<file path="src/rtl/uart_arb_pkg.sv">
// uart_arb_pkg: shared definitions for the UART transmitter arbiter.
//   arb_state_e            - arbiter FSM state encoding (2 bits)
//   DEFAULT_TIMEOUT_CYCLES - default watchdog limit when the timeout is built in
package uart_arb_pkg;

    typedef enum logic [1:0] {
        ST_IDLE = 2'd0,   // no owner
        ST_SEND = 2'd1,   // first byte of a fresh grant is issued on exit
        ST_WAIT = 2'd2,   // byte in flight, waiting for Done
        ST_GAP  = 2'd3    // transmitter cleanup cycle, then continue or re-arbitrate
    } arb_state_e;

    localparam int DEFAULT_TIMEOUT_CYCLES = 16384;

endpackage

</file>
<file path="src/rtl/uart_tx_arbiter_rr_pick.sv">
// rr_pick: combinational round-robin selector.
//   i_Req        - request vector
//   i_Last_Owner - index of the previous owner; search starts one above it
//   o_Win        - one-hot winner (zero when nobody requests)
//   o_Any        - at least one request present
module rr_pick #(
    parameter int NUM_REQ = 2
) (
    input  logic [NUM_REQ-1:0]         i_Req,
    input  logic [$clog2(NUM_REQ)-1:0] i_Last_Owner,
    output logic [NUM_REQ-1:0]         o_Win,
    output logic                       o_Any
);

    logic found;

    // Walk the ring starting at last_owner+1; the previous owner is checked last.
    always_comb begin
        o_Win = '0;
        found = 1'b0;
        for (int off = 1; off <= NUM_REQ; off++) begin
            if (!found && i_Req[(int'(i_Last_Owner) + off) % NUM_REQ]) begin
                o_Win[(int'(i_Last_Owner) + off) % NUM_REQ] = 1'b1;
                found = 1'b1;
            end
        end
    end

    assign o_Any = found;

endmodule

</file>
<file path="src/rtl/uart_tx_arbiter.sv">
// uart_tx_arbiter: shares one UART_TX between NUM_REQ message sources.
// A source keeps the grant for a whole message, byte by byte, until it flags
// the last byte or drops its request. All outputs are registered.
//   i_Clock, i_Reset_n        - clock, async active-low reset
//   i_Req/i_Byte/i_Last       - per-source request, byte (8 bits each), last flag
//   o_Ack                     - per-source pulse when its byte is taken
//   o_Grant                   - one-hot owner, zero when free
//   o_TX_DV/o_TX_Byte         - to UART_TX
//   i_TX_Active/i_TX_Done     - from UART_TX
//   o_Timeout                 - watchdog abort pulse
// Build option: define UART_TX_ARB_TIMEOUT_EN to add the WAIT watchdog
// (TIMEOUT_CYCLES clocks); otherwise o_Timeout stays 0.
module uart_tx_arbiter
    import uart_arb_pkg::*;
#(
    parameter int NUM_REQ        = 2,
    parameter int TIMEOUT_CYCLES = DEFAULT_TIMEOUT_CYCLES
) (
    input  logic                 i_Clock,
    input  logic                 i_Reset_n,
    input  logic [NUM_REQ-1:0]   i_Req,
    input  logic [8*NUM_REQ-1:0] i_Byte,
    input  logic [NUM_REQ-1:0]   i_Last,
    output logic [NUM_REQ-1:0]   o_Ack,
    output logic [NUM_REQ-1:0]   o_Grant,
    output logic                 o_TX_DV,
    output logic [7:0]           o_TX_Byte,
    input  logic                 i_TX_Active,
    input  logic                 i_TX_Done,
    output logic                 o_Timeout
);

    localparam int IW = $clog2(NUM_REQ);

    arb_state_e         state_q, state_d;
    logic [NUM_REQ-1:0] grant_q, grant_d, ack_q, ack_d, win;
    logic [IW-1:0]      owner_q, owner_d, last_owner_q, last_owner_d, pick_last, win_idx;
    logic               last_q, last_d, dv_q, dv_d, tmo_q, tmo_d;
    logic [7:0]         byte_q, byte_d, owner_byte;
    logic               any_req, owner_req, owner_last;
    logic               gap_ok, gap_release, gap_continue, issue, timeout_hit;

    assign owner_req  = i_Req[owner_q];
    assign owner_last = i_Last[owner_q];
    assign owner_byte = i_Byte[{owner_q, 3'b000} +: 8];

    assign gap_ok       = (state_q == ST_GAP) && !i_TX_Active;
    assign gap_release  = gap_ok && (last_q || !owner_req);
    assign gap_continue = gap_ok && !gap_release;
    // A continuing owner already holds the grant, so its next byte is issued
    // straight out of GAP; this puts DV two cycles after Done.
    assign issue        = (state_q == ST_SEND) || gap_continue;

    // On release the contest starts after the owner being released.
    assign pick_last = gap_release ? owner_q : last_owner_q;

    rr_pick #(.NUM_REQ(NUM_REQ)) u_pick (
        .i_Req        (i_Req),
        .i_Last_Owner (pick_last),
        .o_Win        (win),
        .o_Any        (any_req)
    );

    always_comb begin
        win_idx = '0;
        for (int i = 0; i < NUM_REQ; i++) begin
            if (win[i]) win_idx = IW'(i);
        end
    end

`ifdef UART_TX_ARB_TIMEOUT_EN
    localparam int CW = $clog2(TIMEOUT_CYCLES + 1);
    logic [CW-1:0] wd_q, wd_d;

    assign wd_d        = (state_q == ST_WAIT) ? wd_q + CW'(1) : '0;
    // wd_q counts completed WAIT cycles; the last allowed one aborts.
    assign timeout_hit = (state_q == ST_WAIT) && !i_TX_Done &&
                         (wd_q == CW'(TIMEOUT_CYCLES - 1));

    always_ff @(posedge i_Clock or negedge i_Reset_n) begin
        if (!i_Reset_n) wd_q <= '0;
        else            wd_q <= wd_d;
    end
`else
    assign timeout_hit = 1'b0;
`endif

    // State register
    always_ff @(posedge i_Clock or negedge i_Reset_n) begin
        if (!i_Reset_n) state_q <= ST_IDLE;
        else            state_q <= state_d;
    end

    // Next-state logic
    always_comb begin
        state_d = state_q;
        case (state_q)
            ST_IDLE: if (any_req) state_d = ST_SEND;
            ST_SEND: state_d = ST_WAIT;
            ST_WAIT: begin
                if (i_TX_Done)        state_d = ST_GAP;
                else if (timeout_hit) state_d = ST_IDLE;
            end
            ST_GAP: begin
                if (gap_release)       state_d = any_req ? ST_SEND : ST_IDLE;
                else if (gap_continue) state_d = ST_WAIT;
            end
            default: state_d = ST_IDLE;
        endcase
    end

    // Output / datapath next values
    always_comb begin
        grant_d      = grant_q;
        owner_d      = owner_q;
        last_owner_d = last_owner_q;
        last_d       = last_q;
        byte_d       = byte_q;
        dv_d         = 1'b0;
        ack_d        = '0;
        tmo_d        = timeout_hit;
        if (gap_release || timeout_hit) begin
            grant_d      = '0;
            last_owner_d = owner_q;
        end
        if (((state_q == ST_IDLE) || gap_release) && any_req) begin
            grant_d = win;
            owner_d = win_idx;
        end
        if (issue) begin
            dv_d   = 1'b1;
            ack_d  = grant_q;
            byte_d = owner_byte;
            last_d = owner_last;
        end
    end

    always_ff @(posedge i_Clock or negedge i_Reset_n) begin
        if (!i_Reset_n) begin
            grant_q      <= '0;
            owner_q      <= '0;
            last_owner_q <= IW'(NUM_REQ - 1);
            last_q       <= 1'b0;
            byte_q       <= 8'h00;
            dv_q         <= 1'b0;
            ack_q        <= '0;
            tmo_q        <= 1'b0;
        end else begin
            grant_q      <= grant_d;
            owner_q      <= owner_d;
            last_owner_q <= last_owner_d;
            last_q       <= last_d;
            byte_q       <= byte_d;
            dv_q         <= dv_d;
            ack_q        <= ack_d;
            tmo_q        <= tmo_d;
        end
    end

    assign o_Grant   = grant_q;
    assign o_Ack     = ack_q;
    assign o_TX_DV   = dv_q;
    assign o_TX_Byte = byte_q;
    assign o_Timeout = tmo_q;

endmodule

</file>
<file path="config.mk">
export PLATFORM = sky130hd
export DESIGN_NAME = uart_tx_arbiter
export DESIGN_NICKNAME = d
export VERILOG_FILES = /design/src/rtl/uart_arb_pkg.sv /design/src/rtl/uart_tx_arbiter_rr_pick.sv /design/src/rtl/uart_tx_arbiter.sv
export SDC_FILE = /design/constraint.sdc
export NUM_CORES = 1
export LEC_CHECK = 0
export ABC_AREA = 1
export BUFFER_PORTS_ARGS = -buffer_cell sky130_fd_sc_hd__buf_2
export CELL_PAD_IN_SITES_DETAIL_PLACEMENT = 0
export CELL_PAD_IN_SITES_GLOBAL_PLACEMENT = 1
export CORE_MARGIN = 5
export CORE_UTILIZATION = 32
export DETAILED_ROUTE_END_ITERATION = 10
export PLACE_DENSITY = 0.79
export SYNTH_ARGS = -nofsm -noshare
export SYNTH_HDL_FRONTEND = slang
export SYNTH_SLANG_ARGS = --single-unit
export TNS_END_PERCENT = 30
</file>
<file path="constraint.sdc">
create_clock -name i_Clock -period 1.5 [get_ports i_Clock]
set_clock_uncertainty 0.1 [all_clocks]
set_input_delay 0.225 -clock i_Clock [delete_from_list [all_inputs] [get_ports i_Clock]]
set_output_delay 0.225 -clock i_Clock [all_outputs]
set_load 0.05 [all_outputs]
</file>
==> qor.csv <==
metric,value,unit
status,"complete, no violations",
1st-iter DRT viols,23,
CP arrival,1460,ps
Final Non-Filler Cells,203,
crit-path max cell delay,450,ps
setup slack after layout,170,ps
CORE AREA,2780,sq um
Fillers,303,
final setup vio count,0,
Detailed Place HPWL,1750,um
"slowest stage cell, crit path",dfrtp_1,
initial antenna violation count,0,
grt met1 use,0.125,
number of synthesis warnings,0,
setup bufs post-CTS,0,
Inst Count DP,198,
global-route wire length before repair,3550,um
antenna cells,0,
routed vias,881,
"Max FO, Critical Path",7,
DR vias/cell,4.34,
post-synthesis cell area,932,sq um
CTS buffer count,3,
clk sinks,18,
Clock transition at path regs,100,ps
met3 Track Usage GR,0.0385,
cells along the critical path,nand2_2 > nor2_4 > nand4_2 > nand2_2 > buf_4 > nand2_1 > nand2_1,
row cnt,19,
Worst Path Required,1630,ps
Hold Path Class,in2reg,
WL/cell,10.6,um
area occupied by registers,452,sq um
Place WS,152,ps
Setup crit end kind,flop,
DRC Markers,0,
synthesized flop and latch total,18,
WL final,2150,um
full die area,4090,sq um
CTS tree,built,
Period minus WS final,1330,ps
placer congestion estimate,0.811,
vias in the first global route,815,
Die Y,64.0,um
total grt overflow,0,
RSZ-0062 raised after global routing,false,
pin count of the biggest net entering global routing,19,
Hold Fails Final Rpt,0,
CTS max path bufs,2,
Placed Area,1150,sq um
most frequent cells in the layout,"nand2_1, buf_2, dfrtp_1",
root buffer cell,clkbuf_4,
max-slew violation count,0,
Power per Cell Area,2230,nW/um^2
Worst VDD drop,0.00137,V
Leak,0.733,nW
"Distinct cells, synth",16,
"commonest non-fill, non-tap cell in the layout",nand2_1,
# port buffers,36,
Initial Util,0.335,
Max Cap Viol,0,
Fin Hold WS,128,ps
Mapped Nets,156,
Max Freq,752,MHz
share of cells above drive strength 1,0.297,
CP startpoint kind,flop,
mean post-synth cell area,7.06,sq um
Layout area overhead,29.1,%
final setup TNS,0,ps
IO Pins,38,
Die Width,64.0,um
met2 usage,0.186,
Final period util,0.887,
"Seq/Total Area, Yosys",0.485,
GRT Total Usage,0.108,
multi-input logic area,412,sq um
GR peak layer,met2,
critical path type,reg2reg,
design area,1200,sq um
DR pass1 iterations,4,
Clock Latency Late Sink,280,ps
remaining antenna violation count,0,
Final #Nets,197,
H-tree level count,1,
Syn Inst Count,132,
==> power by group <==
group          internal (mW)  switching, mW
Clock                  0.148          0.141
Sequential             0.708          0.129
Combinational          0.417           1.14
==> worst max-delay path: cells and delay by family (launching register included) <==
kind,cells,cell delay [ps]
buf+inv,1,160
flops,1,450
simple gates,6,570
==> synth_stat cells <==
cell,count,area (sq um)
inv_2,1,3.75
nand3_1,10,50.1
a21oi_1,2,10.0
o21ai_0,2,10.0
dfstp_2,1,26.3
conb_1,1,3.75
buf_4,1,7.51
nand4_2,1,12.5
clkbuf_1,2,7.51
dfrtp_1,17,425
nand2_1,70,263
nand2_2,3,18.8
buf_6,1,11.3
nor2_4,1,11.3
inv_1,13,48.8
nor2_1,6,22.5
==> cell families (layout without fill, tap and decap cells) <==
logic type             count (synthesis)  after routing  share of synthesized area
AO/OA/AOI/OAI                          4              4                     0.0215
buffers and inverters                 18             58                     0.0846
AND/OR/NAND/NOR                       91             91                      0.405
flip-flops                            18             18                      0.485
other                                  1              1                    0.00402
==> registers in the layout (all words and copies together), names as in the netlist <==
signal	cells
last_q	1
o_Grant	2
o_TX_DV	1
owner_q	1
state_q	2
o_Ack	2
last_owner_q	1
o_TX_Byte	8
==> through the flow <==
stage	utilization	total power, mW
global placement	0.413	2.38
detailed placement	0.413	2.41
global route	0.433	2.92
finish	0.433	2.68
CTS	0.429	2.70
floorplan	-	2.02
==> final timing paths <==
kind	startpoint	endpoint	slack [ps]	cells after the start
max	state_q[0]	o_TX_Byte[5]	170	7
min in group asynchronous	i_Reset_n	o_Grant[0]	280	2
min	i_Byte[2]	o_TX_Byte[2]	130	5
max in group asynchronous	i_Reset_n	last_owner_q	700	2
max reg2reg	state_q[0]	o_TX_Byte[5]	170	7
min reg2reg	o_TX_Byte[4]	o_TX_Byte[4]	390	2
==> final cells by class <==
class,instances,area share
multi-input combinational,96,0.342
tap,31,0.0322
clock buffer,4,0.0301
sequential,18,0.375
timing repair buffer,40,0.177
inverter,14,0.0437
==> per-layer routing <==
layer  up-vias  part of all wire
met5         -                 0
met4         0             0.013
met3         2             0.067
li1        477                 -
met1       380              0.43
met2        22              0.49
==> repair_timing <==
action / CTS / global route
setup endpoints to repair: 0 / 3
resized for setup: 0 / 2
endpoints found under the hold margin: 17 / 0
hold buffers: 1 / 0
(Power assumes the default switching activity.)
